`src/rtl/snake_pkg.sv`:
```
`default_nettype none
// ============================================================================
// Module      : snake_pkg
// Description : Shared types and the single-step movement rule of the snake.
// Revision    : 1.0 - initial release
// ============================================================================
package snake_pkg;

    typedef enum logic [1:0] {
        UP    = 2'd0,
        RIGHT = 2'd1,
        DOWN  = 2'd2,
        LEFT  = 2'd3
    } dir_t;

    typedef enum logic [2:0] {
        INIT   = 3'd0,
        RUN    = 3'd1,
        EVAL   = 3'd2,
        COMMIT = 3'd3,
        OVER   = 3'd4,
        WON    = 3'd5
    } state_t;

    typedef struct packed {
        int   x;
        int   y;
        logic wall;
    } step_t;

    function automatic dir_t opposite(input dir_t d);
        return dir_t'(d ^ 2'b10);
    endfunction

    // Explicit edge compares rather than modulo so non-power-of-2 grids wrap correctly.
    function automatic step_t next_cell(input int x, input int y, input dir_t dir,
                                        input logic wrap, input int grid_w, input int grid_h);
        step_t s;
        s.x    = x;
        s.y    = y;
        s.wall = 1'b0;
        case (dir)
            UP: begin
                if (y == grid_h - 1) begin
                    if (wrap) s.y = 0;
                    else      s.wall = 1'b1;
                end else begin
                    s.y = y + 1;
                end
            end
            RIGHT: begin
                if (x == grid_w - 1) begin
                    if (wrap) s.x = 0;
                    else      s.wall = 1'b1;
                end else begin
                    s.x = x + 1;
                end
            end
            DOWN: begin
                if (y == 0) begin
                    if (wrap) s.y = grid_h - 1;
                    else      s.wall = 1'b1;
                end else begin
                    s.y = y - 1;
                end
            end
            LEFT: begin
                if (x == 0) begin
                    if (wrap) s.x = grid_w - 1;
                    else      s.wall = 1'b1;
                end else begin
                    s.x = x - 1;
                end
            end
            default: ;
        endcase
        return s;
    endfunction

endpackage
`default_nettype wire

```
`src/rtl/snake_body_ram.sv`:
```
`default_nettype none
// ============================================================================
// Module      : snake_body_ram
// Description : Coordinate ring for the snake body; sync write, async read.
// Revision    : 1.0 - initial release
// ============================================================================
module snake_body_ram #(
    parameter int DEPTH = 64,
    parameter int X_W   = 3,
    parameter int Y_W   = 3,
    parameter int A_W   = $clog2(DEPTH)
) (
    input  logic           clk,
    input  logic           we,
    input  logic [A_W-1:0] waddr,
    input  logic [X_W-1:0] wx,
    input  logic [Y_W-1:0] wy,
    input  logic [A_W-1:0] raddr,
    output logic [X_W-1:0] rx,
    output logic [Y_W-1:0] ry
);

    logic [X_W+Y_W-1:0] r_mem [DEPTH];

    always_ff @(posedge clk) begin
        if (we) r_mem[waddr] <= {wx, wy};
    end

    assign {rx, ry} = r_mem[raddr];

endmodule
`default_nettype wire

```
`src/rtl/snake_core.sv`:
```
`default_nettype none
// ============================================================================
// Module      : snake_core
// Description : Snake engine: body ring, movement, growth, collisions, bitmap.
// Revision    : 1.0 - initial release
// ============================================================================
module snake_core
    import snake_pkg::*;
#(
    parameter int GRID_W  = 8,
    parameter int GRID_H  = 8,
    parameter int MAX_LEN = 64,
    parameter int WRAP    = 1,
    localparam int X_W    = $clog2(GRID_W),
    localparam int Y_W    = $clog2(GRID_H),
    localparam int LEN_W  = $clog2(MAX_LEN + 1)
) (
    input  logic                     CLK,
    input  logic                     reset,
    input  logic                     tick,
    input  logic                     pause,
    input  logic [1:0]               dir_in,
    input  logic                     apple_valid,
    input  logic [X_W-1:0]           apple_x,
    input  logic [Y_W-1:0]           apple_y,
    output logic [GRID_W*GRID_H-1:0] frame,
    output logic [X_W-1:0]           head_x,
    output logic [Y_W-1:0]           head_y,
    output logic [LEN_W-1:0]         len,
    output logic                     eaten,
    output logic                     busy,
    output logic                     game_over,
    output logic                     won
);

    localparam int c_n  = GRID_W * GRID_H;
    localparam int c_iw = $clog2(c_n);
    localparam int c_cw = $clog2(c_n + 1);
    localparam int c_pw = $clog2(MAX_LEN);

    state_t            r_state, w_state_nxt;
    logic [c_n-1:0]    r_frame;
    logic [c_cw-1:0]   r_clr_cnt;
    logic [X_W-1:0]    r_head_x, r_nx, w_nx, w_tx, w_wx;
    logic [Y_W-1:0]    r_head_y, r_ny, w_ny, w_ty, w_wy;
    logic [LEN_W-1:0]  r_len;
    logic              r_eaten, r_over, r_won;
    dir_t              r_dir;
    logic [c_pw-1:0]   r_hp, r_tp, w_waddr;
    logic [c_iw-1:0]   r_nidx, w_nidx, w_tidx;
    logic              r_wall, r_self, r_grow;
    logic              w_grow, w_self, w_we;
    step_t             w_step;

    function automatic logic [c_pw-1:0] ptr_inc(input logic [c_pw-1:0] p);
        return (p == c_pw'(MAX_LEN - 1)) ? '0 : p + 1'b1;
    endfunction

    function automatic logic [c_iw-1:0] cell_idx(input logic [X_W-1:0] x, input logic [Y_W-1:0] y);
        return c_iw'(int'(x) * GRID_H + int'(y));
    endfunction

    snake_body_ram #(
        .DEPTH (MAX_LEN),
        .X_W   (X_W),
        .Y_W   (Y_W),
        .A_W   (c_pw)
    ) u_body (
        .clk   (CLK),
        .we    (w_we),
        .waddr (w_waddr),
        .wx    (w_wx),
        .wy    (w_wy),
        .raddr (r_tp),
        .rx    (w_tx),
        .ry    (w_ty)
    );

    // Candidate head and collision flags, registered in EVAL and acted on in COMMIT.
    always_comb begin
        w_step = next_cell(int'(r_head_x), int'(r_head_y), r_dir, WRAP != 0, GRID_W, GRID_H);
        w_nx   = X_W'(w_step.x);
        w_ny   = Y_W'(w_step.y);
        w_nidx = cell_idx(w_nx, w_ny);
        w_tidx = cell_idx(w_tx, w_ty);
        w_grow = apple_valid && (apple_x == w_nx) && (apple_y == w_ny);
        w_self = r_frame[w_nidx] && !((w_nidx == w_tidx) && !w_grow);
    end

    always_ff @(posedge CLK) begin
        if (reset) r_state <= INIT;
        else       r_state <= w_state_nxt;
    end

    always_comb begin
        w_state_nxt = r_state;
        w_we        = 1'b0;
        w_waddr     = ptr_inc(r_hp);
        w_wx        = r_nx;
        w_wy        = r_ny;
        case (r_state)
            INIT: begin
                // Tail goes in slot 0 while clearing starts; head in slot 1 on exit.
                if (r_clr_cnt == '0) begin
                    w_we    = 1'b1;
                    w_waddr = '0;
                    w_wx    = X_W'(1);
                    w_wy    = '0;
                end
                if (r_clr_cnt == c_cw'(c_n)) begin
                    w_we        = 1'b1;
                    w_waddr     = c_pw'(1);
                    w_wx        = X_W'(1);
                    w_wy        = Y_W'(1);
                    w_state_nxt = RUN;
                end
            end
            RUN:    if (tick && !pause) w_state_nxt = EVAL;
            EVAL:   w_state_nxt = COMMIT;
            COMMIT: begin
                if (r_wall || r_self) begin
                    w_state_nxt = OVER;
                end else begin
                    w_we = 1'b1;
                    if (r_grow && (r_len == LEN_W'(MAX_LEN - 1))) w_state_nxt = WON;
                    else                                          w_state_nxt = RUN;
                end
            end
            OVER:    ;
            WON:     ;
            default: w_state_nxt = INIT;
        endcase
    end

    always_ff @(posedge CLK) begin
        if (reset) begin
            r_frame   <= '0;
            r_clr_cnt <= '0;
            r_head_x  <= X_W'(1);
            r_head_y  <= Y_W'(1);
            r_len     <= '0;
            r_eaten   <= 1'b0;
            r_over    <= 1'b0;
            r_won     <= 1'b0;
            r_dir     <= UP;
            r_hp      <= '0;
            r_tp      <= '0;
            r_nx      <= '0;
            r_ny      <= '0;
            r_nidx    <= '0;
            r_wall    <= 1'b0;
            r_self    <= 1'b0;
            r_grow    <= 1'b0;
        end else begin
            r_eaten <= 1'b0;
            case (r_state)
                INIT: begin
                    if (r_clr_cnt != c_cw'(c_n)) begin
                        r_frame[r_clr_cnt[c_iw-1:0]] <= 1'b0;
                        r_clr_cnt                    <= r_clr_cnt + 1'b1;
                    end else begin
                        r_frame[cell_idx(X_W'(1), Y_W'(0))] <= 1'b1;
                        r_frame[cell_idx(X_W'(1), Y_W'(1))] <= 1'b1;
                        r_head_x <= X_W'(1);
                        r_head_y <= Y_W'(1);
                        r_len    <= LEN_W'(2);
                        r_dir    <= UP;
                        r_hp     <= c_pw'(1);
                        r_tp     <= '0;
                    end
                end
                RUN: begin
                    if (tick && !pause && (dir_in != opposite(r_dir))) r_dir <= dir_t'(dir_in);
                end
                EVAL: begin
                    r_nx   <= w_nx;
                    r_ny   <= w_ny;
                    r_nidx <= w_nidx;
                    r_wall <= w_step.wall;
                    r_self <= w_self;
                    r_grow <= w_grow;
                end
                COMMIT: begin
                    if (r_wall || r_self) begin
                        r_over <= 1'b1;
                    end else begin
                        // Tail clear precedes head set so a head entering the vacated cell keeps it lit.
                        if (!r_grow) begin
                            r_frame[w_tidx] <= 1'b0;
                            r_tp            <= ptr_inc(r_tp);
                        end else begin
                            r_len   <= r_len + 1'b1;
                            r_eaten <= 1'b1;
                            if (r_len == LEN_W'(MAX_LEN - 1)) r_won <= 1'b1;
                        end
                        r_frame[r_nidx] <= 1'b1;
                        r_hp            <= ptr_inc(r_hp);
                        r_head_x        <= r_nx;
                        r_head_y        <= r_ny;
                    end
                end
                default: ;
            endcase
        end
    end

    assign frame     = r_frame;
    assign head_x    = r_head_x;
    assign head_y    = r_head_y;
    assign len       = r_len;
    assign eaten     = r_eaten;
    assign busy      = (r_state == INIT) || (r_state == EVAL) || (r_state == COMMIT);
    assign game_over = r_over;
    assign won       = r_won;

endmodule
`default_nettype wire

```
`config.mk`:
```
export PLATFORM = sky130hd
export DESIGN_NAME = snake_core
export DESIGN_NICKNAME = d
export VERILOG_FILES = /design/src/rtl/snake_pkg.sv /design/src/rtl/snake_body_ram.sv /design/src/rtl/snake_core.sv
export SDC_FILE = /design/constraint.sdc
export NUM_CORES = 1
export LEC_CHECK = 0
export CORE_MARGIN = 2
export CORE_UTILIZATION = 45
export DETAILED_ROUTE_END_ITERATION = 6
export GPL_TIMING_DRIVEN = 0
export PLACE_DENSITY_LB_ADDON = 0.12
export SYNTH_ARGS = -nofsm -noshare
export SYNTH_HDL_FRONTEND = slang
export SYNTH_SLANG_ARGS = --single-unit
```
`constraint.sdc`:
```
create_clock -name CLK -period 5.74 [get_ports CLK]
set_clock_uncertainty 0.1 [all_clocks]
set_input_delay 1.722 -clock CLK [delete_from_list [all_inputs] [get_ports CLK]]
set_output_delay 1.722 -clock CLK [all_outputs]
set_load 0.02 [all_outputs]
```
## Word-level counts from Yosys, hierarchy flattened

Memories as Yosys holds them, arrays and structs flattened. A register that Yosys moved wholly into a read port is not among the register bits.
Cells that the tools add are included.

| storage, ports and cells | value |
|---|---|
| bits in writable memories | 384 |
| register bits after elaboration | 119 |
| memories | 1 |

| operators by class | value |
|---|---|
| multiplexer cells | 68 |
| reductions and logical operators | 36 |
| bitwise operators | 9 |
| $lt $le $gt $ge | 7 |
| add/sub/neg operators | 10 |
| equality and inequality tests | 27 |

Memories:

| name | depth | bits a word | rd ports | clocked after memory_dff | wr ports | line | source |
|---|---|---|---|---|---|---|---|
| u_body.r_mem | 64 | 6 | 1 | 1 | 1 | snake_body_ram.sv:23 | `logic [X_W+Y_W-1:0] r_mem [DEPTH];` |

Operators with widths:

| operator | number |
|---|---|
| 2-to-1 mux 64 bit | 5 |
| AND 64 bit | 2 |
| NOT 64 bit | 2 |
| one-hot mux 64 bit (2 select lines) | 1 |
| 2-to-1 mux 6 bit | 12 |
| bitwise OR 64 bit | 1 |
| 2-to-1 mux 54 bit | 1 |
| 2-to-1 mux 3 bit | 17 |
| < comparator 6 x 7 -> 1 bit, second input constant | 4 |
| one-hot mux 3 bit (2 select lines) | 4 |
| one-hot mux 6 bit (2 select lines) | 2 |
| 2-to-1 mux 7 bit | 3 |
| demux 1 bit (select 6 bit) | 3 |
| >= comparator 6 x 1 -> 1 bit, second input constant | 3 |
| != test 2 bit, second input constant | 8 |
| one-hot mux 3 bit (5 select lines) | 1 |
| adder 7 x 1 -> 7 bit, second input constant | 2 |
| one-hot mux 7 bit (2 select lines) | 1 |
| adder 6 x 1 -> 6 bit, second input constant | 2 |
| adder 6 x 3 -> 6 bit | 2 |
| == test 6 bit, second input constant | 2 |
| AND reduction 3 bit | 4 |
| AND reduction 4 bit | 3 |
| 2-to-1 mux 1 bit | 11 |
| other kinds (30) | 61 |

## Depth between registers and ports, before layout

Gate-level depths: netlist of run 1.

| depth | value |
|---|---|
| depth in word-level cells | 14 |
| depth in mapped cells | 14 |

## Hierarchy

Synthesis of run 1 repeated with hierarchy kept, for this count alone.

| second synthesis, totals | value |
|---|---|
| cell total of the unflattened synthesis | 1606 |
| area, all modules | 21959.8 um2 |

By module, submodules not included:

| module | sequential area each (um2) | instances | area each (um2) | cells an instance |
|---|---|---|---|---|
| snake_body_ram | 11531.1 | 1 | 15107.0 | 713 |
| snake_core | 2242.2 | 1 | 6852.8 | 893 |

## Worst setup path before layout of run 1

OpenSTA, ideal clock, no wires.

| timing | value |
|---|---|
| path type | reg2reg |
| start point | reg r_clr_cnt[0] |
| end point | mem u_body.r_mem[0][2] (netlist bit), data pin |
| data arrival time | 2.893 ns |
| setup slack | 2.231 ns |
| cell stages (with the launch flop) | 8 |
| required time | 5.124 ns |
| path buffers | 2 |
| path through | dfxtp_1 > clkbuf_1 > inv_1 > ha_1 > nand2b_1 > nor3_1 > clkbuf_1 > nor2b_1 |

| on the way | value |
|---|---|
| word-level cells in the longest chain between the ends | 4 |
| elaborated cells on any way between the ends | 5 |
| those cells by class | eq/ne: 1; mux: 3; reduce/logical: 1 |

RTL lines:

| item | line | source |
|---|---|---|
| from (decl) | snake_core.sv:43 | `logic [c_cw-1:0] r_clr_cnt;` |
| from (signal assigned) | snake_core.sv:160 | `r_clr_cnt <= r_clr_cnt + 1'b1;` |
| logical NOT 7 bit | snake_core.sv:104 | `if (r_clr_cnt == '0) begin` |
| 2-to-1 mux 3 bit | snake_core.sv:104 |  |
| 2-to-1 mux 3 bit * | snake_core.sv:110 | `if (r_clr_cnt == c_cw'(c_n)) begin` |
| 2-to-1 mux 3 bit * | snake_core.sv:101 | `case (r_state)` |
| net u_body.wy[2] | snake_body_ram.sv:17 | `input logic [Y_W-1:0] wy,` |
| to (decl) | snake_body_ram.sv:23 |  |

Mark *: on every way through the listed nets, which the timed path passes. The rest lies on a longest branch.

## Worst setup path in the final report of run 1

| timing | value |
|---|---|
| start point | reg r_clr_cnt[4] |
| end point | mem u_body.r_mem[39][1] (netlist bit), enable pin |

| on the way | value |
|---|---|
| word-level cells in the longest chain between the ends | 6 |
| elaborated cells on any way between the ends | 10 |
| those cells by class | eq/ne: 1; mux: 8; reduce/logical: 1 |

RTL lines:

| item | line | source |
|---|---|---|
| logical NOT 7 bit | snake_core.sv:104 |  |
| 2-to-1 mux 1 bit | snake_core.sv:104 |  |
| 2-to-1 mux 1 bit | snake_core.sv:110 |  |
| one-hot mux 1 bit (2 select lines) | snake_core.sv:101 |  |
| 2-to-1 mux 1 bit | snake_body_ram.sv:26 | `if (we) r_mem[waddr] <= {wx, wy};` |
| 2-to-1 mux 1 bit (implied by the code) | snake_body_ram.sv:26 |  |

Parallel ways exist; a longest one is shown, timed or not.

==> impl_results.md, run 1 <==
- Status: finished, final reports clean
- Clock root cell: clkbuf_16
- DIE AREA: 0.0531 sq mm
- Worst Path Max Fanout: 10
- Final hold slack: 390 ps
- CP required: 5900 ps
- # port buffers: between 90 and 100
- Layout area overhead: 16.2%
- Total gr overflow: 0
- Largest net degree at the start of global routing: 65
- F_max: 193 MHz
- Core ar.: 0.0510 sq mm
- Multi-input gate area: ~0.0085 sq mm
- Reg power frac: 47.1%
- Power Internal: 6.31 mW
- Avg Inst Size Synth: 13.0 sq um
- Period utilization: 90.5%
- Clk network pwr share: 40.8%
- Pwr Density: between 300 and 400 mW/mm^2
- Starting DRT DRC Count: about 2400
- Worst Path Buf+Inv: 3
- RSZ-0062 raised after global routing: no
- Dpl cells: approximately 2600
- Setup TNS: 0 ps
- Synthesized Nets: 1800
- Most common library cell in the layout ignoring fill and taps: edfxtp_1
- P_leak: 8.52 nW
- Post-synth top flop: edfxtp_1
- Max H-tree Level: 2
- Std-Cell Rows: just over 80
- TritonRoute pass-1 iters: 6
- Crit path kind: reg2reg
- Max-slew violation count: 0
- Via density per instance: 6.50
- Post-route cell area: 0.0268 sq mm
- First-pass GRT wire length: ~110 mm
- Yosys reg bits: 502
- Total CTS buffers: 54
- Critical path cell sequence: clkbuf_1, or3_1, clkbuf_1, nor3_1, clkbuf_1, nand2_1, o31ai_1, nand4_1, nor2_1
- Max Buffers Root-to-Sink: 3
- Chip height: 231 um
- Comb pwr share: 12.1%
- FFs w/ async S/R, synth: 0%
- Most frequent cells in the layout: edfxtp_1 (384), nand2_1 (146), nor2_1 (144)
- Gr usage total: 29.3%
- Worst Hold Class: reg2reg
- Clk sinks: 502
- Final Util: 52.6%
- GPL Wtd Cong: 0.985
- Worst-path clk slew: 70 ps
- # hold bufs at CTS: 0
- VDD IR-drop max: around 270 uV
- Area post-placement: 0.0250 sq mm
- Slowest stage delay, CP: 940 ps
- FF/Latch Area: around 0.014 sq mm
- Post-synth EDFFs: ~380
- DP HPWL: about 55 mm
- Via Count: 17200
- Initial Utilization: 45.3%
- Final hold vios: 0
- Worst rel slew slack: roughly 8%
- Worst Path Arrival: 5360 ps
- Net Sw Frac: between 20 and 30%
- Crit path top cell by count: clkbuf_1
- Delay-heaviest family, CP: simple AND/OR/NAND/NOR gates
- Post-CTS Setup Inserts: 0
- Cells after Synth: 1774
- Avg WL per Cell: approximately 30 um
- DR DRC count: 0
- I/O pins: 94
- Crit-path slowest cell: nor2_1
- Routed WL: 78.4 mm
- Tightest Pin Transition: between 1000 and 1500 ps
- Fraction of layout cells with a size suffix above 1: 13.3%
- Yosys warns: 0
- Crit start category: flip-flop
- Initial antenna violation count: 1
- Mapped Area: 0.0231 sq mm
- Crit end category: flip-flop
- Setup violators final: 0
- Final Instance Count excl. Fillers: 2654
- Fin crit period: 5190 ps
- NetSw: 2.35 mW
- # resized after CTS: 0
- Fin nets: 1955
- Clock Latency Late Sink: 630 ps
- Max Cap Violations: 0
- Vias in the first global route: 16500
- Register area share after synthesis: 60.2%
- CTS tree: yes
- ANT nets after route: 0
- Post-synth cell types: 87
- Die width: between 200 and 250 um
- Filler instances: 4268
## registers in the layout, summed over array words and instances (netlist names), 2 cells and up, named ones only
signal	count
u_body.r_mem	384
frame	64
len	7
r_clr_cnt	7
r_hp	6
r_tp	6
head_x	3
head_y	3
r_nx	3
r_state	3
r_dir	2
r_ny	2
## power groups by stage
stage | combinational, mW | clock [mW] | sequential (mW)
final | 1.05 | 3.53 | 4.08
after global placement | 0.990 | 0 | 4.15
after detailed placement | 1.02 | 0 | 4.16
after floorplan | 0.561 | 0 | 4.16
after CTS | 1.02 | 3.57 | 4.08
after global routing | 1.09 | 3.71 | 4.09
## worst min-delay path, stage by stage (launching register included)
cell,delay [ps]
dfxtp_1,340
a21oi_1,50
nor2_1,70
## kinds of logic (layout without fill, tap and decap cells)
family / Yosys count / after routing / share of synthesized area [%]
adders and majority gates: 13 / 13 / 0.704
xor gates and xnor gates: 30 / 30 / 1.14
and+or+nand+nor: 480 / 480 / 9.94
muxes: 139 / 139 / 11.1
other: 0 / 1 / 0
buffers and inverters: 139 / 338 / 3.13
DFF: 502 / 502 / 60.2
AOI/OAI and AO/OA: 471 / 471 / 13.8
## layer usage
| metal | share of wire (%) | global-route usage [%] | up-vias |
|---|---|---|---|
| met4 | 4.9 | 13.5 | 0 |
| met3 | 8.7 | 5.09 | 232 |
| li1 | - | - | 7329 |
| met2 | 46 | 46.0 | 1005 |
| met1 | 41 | 39.8 | 8677 |
| met5 | 0 | 0 | - |
## worst paths after layout
kind | start | slack (ps) | end | cells after the start
hold reg to reg | game_over$_SDFFE_PP0P_ | 390 | game_over$_SDFFE_PP0P_ | 2
setup / recovery | r_clr_cnt[4]$_SDFFE_PP0P_ | 550 | u_body.r_mem[39][1]$_DFFE_PP_ | 9
setup reg to reg | r_clr_cnt[4]$_SDFFE_PP0P_ | 550 | u_body.r_mem[39][1]$_DFFE_PP_ | 9
hold / removal | game_over$_SDFFE_PP0P_ | 390 | game_over$_SDFFE_PP0P_ | 2
## metrics by stage
| stage | setup WS, ps | total power [mW] |
|---|---|---|
| detailed placement | 689 | 5.17 |
| global placement | -405 | 5.15 |
| CTS | 680 | 8.67 |
| floorplan | 2230 | 4.72 |
| global route | 437 | 8.89 |
| finish | 546 | 8.66 |
## synth_stat cells, types with 4 or more instances
cell       instances  area share [%]
edfxtp_1         384              50
nand2_1          147             2.4
nor2_1           144             2.3
o21ai_0          132             2.9
dfxtp_1          118              10
a21oi_1           97             2.1
mux4_2            80             7.8
clkbuf_1          70             1.1
o211ai_1          49             1.6
a22oi_1           45             1.5
mux2i_1           43             1.9
a32oi_1           34             1.3
nand3_1           34            0.74
o221ai_1          24            0.91
nor3_1            22            0.48
and3_1            21            0.57
nor2b_1           20            0.54
xnor2_1           20            0.76
inv_1             19            0.31
buf_2             18            0.39
nand4_1           17            0.46
ha_1              13            0.70
nand2b_1          12            0.33
a221oi_1          11            0.42
buf_6             10            0.49
mux4_1            10             1.1
xor2_1            10            0.38
and2_1             9            0.24
or3_1              9            0.24
a211oi_1           8            0.26
buf_1              8            0.13
or2_2              8            0.22
a2111oi_0          7            0.27
a221oi_2           7            0.46
a31oi_1            7            0.19
a311oi_1           6            0.23
buf_4              6            0.20
mux2_2             6            0.29
nand3b_1           6            0.20
or3b_2             6            0.23
o21a_1             5            0.16
buf_12             4            0.35
nor3b_1            4            0.13
o22ai_1            4            0.11
## area by class of cell
type,count,area share (%)
sequential,502,51.8
multi-input combinational,1133,31.7
clock buffer,65,5.30
timing repair buffer,99,3.95
tap,680,3.17
buffer,118,2.40
clock inverter,35,1.35
inverter,21,0.294
antenna,1,0.00933
Note: power is estimated with default switching activity, not from simulation.
==> run 2, diff against run 1 <==
--- a/config.mk
+++ b/config.mk
@@ -9,5 +9,7 @@
 export CORE_UTILIZATION = 45
 export DETAILED_ROUTE_END_ITERATION = 6
+export GPL_ROUTABILITY_DRIVEN = 0
 export GPL_TIMING_DRIVEN = 0
+export HOLD_SLACK_MARGIN = 0.12
 export PLACE_DENSITY_LB_ADDON = 0.12
 export SYNTH_ARGS = -nofsm -noshare
==> constraint.sdc (replaced) <==
create_clock -name CLK -period 5.74 [get_ports CLK]
set_clock_uncertainty 0.1 [all_clocks]
set_input_delay 1.148 -clock CLK [delete_from_list [all_inputs] [get_ports CLK]]
set_output_delay 1.148 -clock CLK [all_outputs]
set_load 0.02 [all_outputs]
==> run 2 against run 1 <==
Compared with the run above:
- routed wire length shrank 1.4%
- cell area shrank 0.53%
- sequential power is essentially flat
- critical path depth is the same
- register-to-register slack gained 260 ps
- global-route usage shrank 0.28 points
- die area is the same
- sequential share of layout area grew 0.27 points
==> impl_results.md, run 2 (synthesis gave the netlist of run 1 again) <==
- Max Buffers Root-to-Sink: 3
- Fraction of layout cells with a size suffix above 1: 12.3%
- DIE AREA: between 0.05 and 0.06 sq mm
- Status: finished, final reports clean
- Clock root cell: clkbuf_16
- Tot Pwr: about 8.5 mW
- Post-CTS Setup Inserts: 0
- Crit start category: flip-flop
- Most frequent cells in the layout: edfxtp_1 (384), nand2_1 (146), nor2_1 (144)
- RSZ-0062 raised after global routing: no
- DR DRC count: 0
- Initial Utilization: 45.3%
- First-pass GRT wire length: 112 mm
- Hold depth: 2
- Tightest Pin Transition: about 1300 ps
- Setup TNS: 0 ps
- Routed WL: slightly below 80 mm
- Clk network pwr share: 39.6%
- Final hold slack: 378 ps
- Dpl cells: 2553
- Core ar.: 0.0510 sq mm
- Worst Path Arrival: 5060 ps
- Crit path top cell by count: clkbuf_1
- # port buffers: 93
- CP required: roughly 6000 ps
- Final hold vios: 0
- Most Crowded Layer GR: met2
- # hold bufs at CTS: 0
- Layout area overhead: 15.6%
- Starting DRT DRC Count: 2438
- DP HPWL: 53.4 mm
- Chip height: between 200 and 250 um
- Grt met1 use: approximately two fifths
- Max-slew violation count: 0
- VDD IR-drop max: around 240 uV
- Initial antenna violation count: 1
- Setup violators final: 0
- Die width: ~230 um
- Avg WL per Cell: just under 30 um
- Comb pwr share: 12.3%
- Antenna diodes: 0
- Worst Path Max Fanout: 10
- Max FFs per register: 384
- Critical path cell sequence: clkbuf_1, or3_1, clkbuf_1, nor3_1, clkbuf_1, nand2_1, o31ai_1, nand4_1, nor2_1
- Final Instance Count excl. Fillers: 2652
- Crit path depth: 9
- P_leak: about 8.4 nW
- Filler instances: between 4000 and 5000
- Worst Path Buf+Inv: 3
- NetSw: 2.29 mW
- Clock Latency Late Sink: 620 ps
- Max Cap Violations: 0
- Fin crit period: between 4000 and 5000 ps
- Cells on worst reg2reg path: 9
- Net Sw Frac: between 20% and 30%
- Max H-tree Level: 2
- Grt met2 use: 44.1%
- Power Internal: 6.21 mW
- Gr usage total: 29.0%
- Std-Cell Rows: 83
- TritonRoute pass-1 iters: 6
- Worst Hold Class: reg2reg
- Clk sinks: between 500 and 600
- Crit-path slowest cell: nor2_1
- ANT nets after route: 0
- # resized after CTS: 0
- Total CTS buffers: 53
- Slowest stage delay, CP: 830 ps
- Reg power frac: 48.0%
- I/O pins: 94
- Via density per instance: 6.53
- Pwr Density: 318 mW/mm^2
- Largest net degree at the start of global routing: 65
- Via Count: between 15000 and 20000
- Total gr overflow: 0
- F_max: 203 MHz
- Largest reg by FF count: u_body.r_mem
- Met3 Use GR: 6.32%
- Vias in the first global route: 16400
- Worst rel slew slack: 9.32%
- Worst-path clk slew: 60 ps
- Most common library cell in the layout ignoring fill and taps: edfxtp_1
- Delay-heaviest family, CP: simple AND/OR/NAND/NOR gates
- Period utilization: between 80% and 90%
- Fin nets: slightly below 2000
- CTS tree: yes
- Crit end category: flip-flop
- Crit path kind: reg2reg
==> run 2: per-stage QoR <==
stage | cell area (sq um) | setup slack [ps] | util, %
finish | 26700 | 810 | 52.3
global route | 26700 | 544 | 52.3
CTS | 26700 | 866 | 52.3
detailed placement | 25000 | 918 | 49.1
global placement | 24900 | -366 | 48.8
floorplan | 23100 | 2230 | -
==> run 2: final timing paths <==
path                             start                       endpoint  slack (ps)
max          r_clr_cnt[4]$_SDFFE_PP0P_  u_body.r_mem[55][1]$_DFFE_PP_         810
min                   won$_SDFFE_PP0P_               won$_SDFFE_PP0P_         380
max reg2reg  r_clr_cnt[4]$_SDFFE_PP0P_  u_body.r_mem[55][1]$_DFFE_PP_         810
min reg2reg           won$_SDFFE_PP0P_               won$_SDFFE_PP0P_         380
==> run 2: worst reg2reg max path: cells and delay by family, from the launching register on <==
family | cells | cell delay, ps
AO/OA/AOI/OAI | 1 | 240
buffers and inverters | 3 | 1110
flip-flops | 1 | 300
AND/OR/NAND/NOR | 5 | 2790
==> run 2: cell type report <==
cell class	count	area [sq um]	share of cell area, %
flip-flops and latches	502	13900	52.1
repair buffers	99	1040	3.89
well taps	680	851	3.19
plain buffers	118	644	2.41
clock inverters	24	210	0.788
multi-input cells	1133	8510	31.9
clock buffers	75	1460	5.47
inverters	21	78.8	0.295
==> run 2: metal layers <==
layer / vias up / part of all wire [%]
met5: - / 0
met4: 0 / 4.4
met3: 206 / 11
met2: 1165 / 45
met1: 8648 / 40
li1: 7303 / -
==> run 2: power groups by stage <==
stage          clock (mW)  sequential (mW)  combinational [mW]
2_1_floorplan           0             4.16               0.561
3_3_place_gp            0             4.15               0.984
3_5_place_dp            0             4.16                1.01
4_1_cts              3.39             4.08                1.02
5_1_grt              3.55             4.09                1.10
6_report             3.37             4.08                1.05
==> variant 1, RTL diff (config.mk and constraints of run 2) <==
Change the parameter `GRID_W` from 8 to 4.
--- a/src/rtl/snake_core.sv
+++ b/src/rtl/snake_core.sv
@@ -9,3 +9,3 @@
 #(
-    parameter int GRID_W  = 8,
+    parameter int GRID_W  = 4,
     parameter int GRID_H  = 8,
Interface: changed (resized apple_x, frame and head_x); port bits go from 94 to 60. The function was not compared with the original's and may differ.
==> variant 1 against run 2 <==
The run now ends with max-capacitance violations, max-slew violations left; maximum frequency grew 8.7%; die area shrank 22%; power shrank 13%; synthesized area shrank 23%; sequential cell count shrank 99; count of clock-buffer cells in the layout shrank 21; core utilization grew 0.74 points; final area shrank 23%; final cell count shrank 25%; worst hold slack gained 0.015 ns; wire length shrank 29%; worst setup slack gained 0.40 ns; highest routed layer unchanged; via count shrank 28%; critical path depth shrank 2.
==> variant 1: results <==
metrics = {
    "synth": {
        "synth-edff-count": 320,
        "synthTopCellsByArea": "edfxtp_1 54%, dfxtp_1 9.3%, mux4_2 7.1%, mux2i_1 3.7%, a21oi_1 3.3%",
        "synth_commonest_cells": "320 x edfxtp_1, 138 x nor2_1, 117 x a21oi_1",
        "synthesis.instances": 1337,
        "postSynthNetCount": 1362,
        "synth_seq_area_share_pct": 63.1,
        "post_synth_num_cell_types": 69,
    },
    "cells_and_area": {
        "layout-drive-gt1-share_pct": 11.6,
        "final_nets": 1471,
        "largest_reg_flops": 320,
        "fillers": 3269,
    },
    "run": {
        "maxCapViolCount": 1,
    },
    "global_routing": {
        "gr-usage-all-layers_pct": 26.9,
        "grt_max_degree": 45,
        "antenna_found_initial": 0,
        "grt_first_pass_wirelength_microns": 80600,
    },
    "drt": {
        "drt_first_iter_violations": 1490,
        "route.final.wire_length_microns": 55100,
        "detailedRoute.firstPassIterationCount": 5,
        "routed_wire_length_per_instance_microns": 27.6,
        "via_count": 12400,
    },
    "run_status": {
        "outcome": "complete, but fails checks",
        "violations_in_the_final_reports": "max-capacitance violations, max-slew violations",
    },
    "min_path": {
        "min_path_cells": 2,
    },
    "power": {
        "leakage_power_nw": 6.47,
        "vdd_drop_max_mv": 0.256,
    },
    "worst_setup_path": {
        "critPathMaxFanout": 8,
        "crit_path_top_delay_cell": "nand4_1",
        "rr_worst_depth": 7,
        "reg2reg_slack_ns": 1.21,
        "r2r-start": "r_clr_cnt[2]$_SDFFE_PP0P_",
    },
    "timing": {
        "finalMaxSlewViolations": 8,
        "worst_pin_slew_ns": 1.53,
    },
    "cts": {
        "path_clk_slew_ns": 0.06,
        "worstSkewPairLatency_ns": 0.58,
        "cts-buffers-inserted": 44,
    },
    "placement": {
        "post-dp-hpwl_microns": 37000,
        "port_buffers": 58,
    },
}
==> variant 1: area by class of cell <==
type / instances / area share, %
sequential: 403 / 54.6
multi-input combinational: 841 / 29.9
clock buffer: 54 / 5.72
timing repair buffer: 63 / 3.30
tap: 518 / 3.14
buffer: 76 / 1.76
clock inverter: 23 / 1.35
inverter: 17 / 0.309
==> variant 1: per-stage QoR <==
stage / cell area, sq um / hold WS (ns) / worst slack [ns] / total power [W]
finish: 20700 / 0.393 / 1.21 / 0.00739
global route: 20700 / 0.430 / 1.11 / 0.00761
CTS: 20700 / 0.399 / 1.24 / 0.00739
detailed placement: 19200 / 0.384 / 1.29 / 0.00454
global placement: 19100 / 0.373 / 0.621 / 0.00451
floorplan: 17900 / 0.385 / 2.63 / 0.00404
==> variant 1: worst register-to-register path: cells and delay by family (launching register included) <==
family	cells	cell delay (ns)
compound gates	1	0.27
buf+inv	1	0.41
flops	1	0.36
simple gates	5	3.03
==> variant 1: power breakdown <==
group	switching, W	internal (W)
registers	0.0000550	0.00334
clock network	0.00116	0.00173
logic	0.000826	0.000284
total	0.00204	0.00535
==> variant 1: per-layer routing <==
| layer | share of wire (%) | up-vias | global-route usage, % |
|---|---|---|---|
| met5 | 0 | - | 0 |
| met4 | 3.6 | 0 | 9.72 |
| met3 | 8.4 | 140 | 5.51 |
| met2 | 45 | 623 | 41.3 |
| met1 | 43 | 6240 | 38.0 |
| li1 | - | 5412 | - |
==> variant 1: how the worst max path moves through the flow <==
stage,startpoint,endpoint,slack (ns),cells after the start
after floorplan,r_state[2]$_SDFFE_PP0P_,u_body.r_mem[0][1]$_DFFE_PP_,2.63,5
after global placement,r_state[2]$_SDFFE_PP0P_,u_body.r_mem[61][1]$_DFFE_PP_,0.62,5
after detailed placement,r_clr_cnt[2]$_SDFFE_PP0P_,u_body.r_mem[39][4]$_DFFE_PP_,1.29,7
after global routing,r_clr_cnt[2]$_SDFFE_PP0P_,u_body.r_mem[51][4]$_DFFE_PP_,1.11,7
after CTS,r_clr_cnt[2]$_SDFFE_PP0P_,u_body.r_mem[11][2]$_DFFE_PP_,1.24,7
final,r_clr_cnt[2]$_SDFFE_PP0P_,u_body.r_mem[51][0]$_DFFE_PP_,1.21,7
==> variant 1: cell families after synthesis <==
logic type | synth area share (%)
compound gates | 11.5
simple gates | 9.32
fa+ha+maj | 0.911
buf+inv | 2.40
flops | 63.1
xor+xnor | 1.18
mux | 11.6
==> variant 2, RTL diff (flow settings as in run 2) <==
Made on the original files. Register the output `len` once more, without a reset; this adds one clock of latency there. The other outputs are not delayed to match.
--- a/src/rtl/snake_core.sv
+++ b/src/rtl/snake_core.sv
@@ -209,3 +209,5 @@
     assign head_y    = r_head_y;
-    assign len       = r_len;
+    always_ff @(posedge CLK) begin
+        len <= r_len;
+    end
     assign eaten     = r_eaten;
Function: no difference found for any inputs over 4 cycles, from zero or initial values and one cycle with reset high; that may be too few to reach the edited logic, so the function may still have changed.
==> variant 2 against run 2 <==
The flow now finishes with violations (design-rule violations); wire length down 6.4%; non-clock buffer count down 2; first-iteration DRC count down 7.1%; via count down 5.4%; sequential cell count up 7; worst setup slack better by 0.43 ns; synthesized area down 1.4%; core utilization up 0.41 points; final cell count down 2.9%; critical endpoint is now frame[39]$_SDFFE_PP0P_; final area down 1.0%.
Power is not compared: it rests on default switching activity, and its combinational part moved more than twofold at a synthesized area within 25%.
==> variant 2: results <==
metrics = {
    "cells_and_area": {
        "inv_count": 16,
        "signal_buffers": 215,
        "layout-drive-gt1-share_pct": 14.1,
        "clk_share_pct": 6.51,
        "p_r_area_growth_vs_syn_pct": 16.0,
        "final_nets": 1890,
        "seq_area_sq_um": 14000,
        "multi_input_cells": 1069,
        "multi_input_area_sq_um": 8130,
    },
    "worst_setup_path": {
        "crit_path_top_delay_cell": "buf_2",
        "critical_path.reg2reg.endpoint": "frame[39]$_SDFFE_PP0P_",
        "cp.arrival_ns": 4.88,
        "rr_worst_depth": 12,
    },
    "drt": {
        "via_count": 16400,
        "detailedRoute.firstPassIterationCount": 7,
        "drt_first_iter_violations": 2266,
        "route.final.wire_length_microns": 72400,
        "remaining_drcs": 3,
    },
    "run_status": {
        "outcome": "complete, but fails checks",
        "violations_in_the_final_reports": "design-rule violations",
    },
    "min_path": {
        "whs_endpoint": "len[6]$_DFF_P_",
        "worst_hold_startpoint": "r_len[6]$_SDFFE_PP0P_",
        "min_path_cells": 0,
    },
    "placement": {
        "detailedPlace.worstSlack_ns": 1.28,
        "post-dp-hpwl_microns": 49300,
        "placement.cell_area_sq_um": 24700,
        "port_buffers": 92,
        "dpl.cell_count": 2481,
    },
    "global_routing": {
        "grt_first_pass_wirelength_microns": 106000,
        "grt_max_degree": 52,
        "gr-usage-all-layers_pct": 27.6,
    },
    "synth": {
        "post_synth.cell_area_avg_sq_um": 13.3,
        "post_synth_num_cell_types": 74,
        "synth_seq_area_share_pct": 61.7,
        "yosys.area_share.adder_pct": 0.715,
        "post_synthesis_compound_gate_area_fraction_pct": 10.9,
        "synthTopCellsByArea": "edfxtp_1 51%, dfxtp_1 11%, mux4_2 10%, nor2_1 2.6%, nand2_1 2.5%",
        "synth_commonest_cells": "384 x edfxtp_1, 157 x nor2_1, 151 x nand2_1",
        "synthMuxAreaShare_pct": 12.8,
        "postSynthNetCount": 1735,
    },
    "timing": {
        "whs_ns": 0.292,
        "slew_headroom_pct": 5.32,
        "timing.final.ws_setup_ns": 1.24,
    },
    "die": {
        "floorplan.core_area_sq_um": 50100,
    },
}
==> variant 2: cell types whose count changed after synthesis, moves of 31 or more <==
cell,run 2,this run
a22oi_1,45,6
o221ai_1,24,58
a32oi_1,34,3
o211ai_1,49,5
o21ai_0,132,98
a31oi_1,7,69
==> variant 2: worst max-delay path: cells and delay by family, from the launching register on <==
family / cells / cell delay (ns)
flops: 1 / 0.31
simple gates: 3 / 1.16
buf+inv: 3 / 1.41
mux: 3 / 0.80
compound gates: 3 / 0.57
==> variant 2: report_power, final <==
| part | switching, W | internal (W) |
|---|---|---|
| Combinational | 0.000307 | 0.000180 |
| Clock | 0.00143 | 0.00199 |
| Sequential | 0.0000584 | 0.00399 |
| Total | 0.00180 | 0.00616 |
==> variant 2: layer usage <==
layer  track usage, %  wire, microns  share of wire (%)  up-vias
met4             11.5           3050                4.2        2
li1                 -              -                  -     6999
met5            0.643             42              0.058        -
met2             44.1          34200                 47      971
met1             36.8          28400                 39     8202
met3             5.59           6710                9.3      219
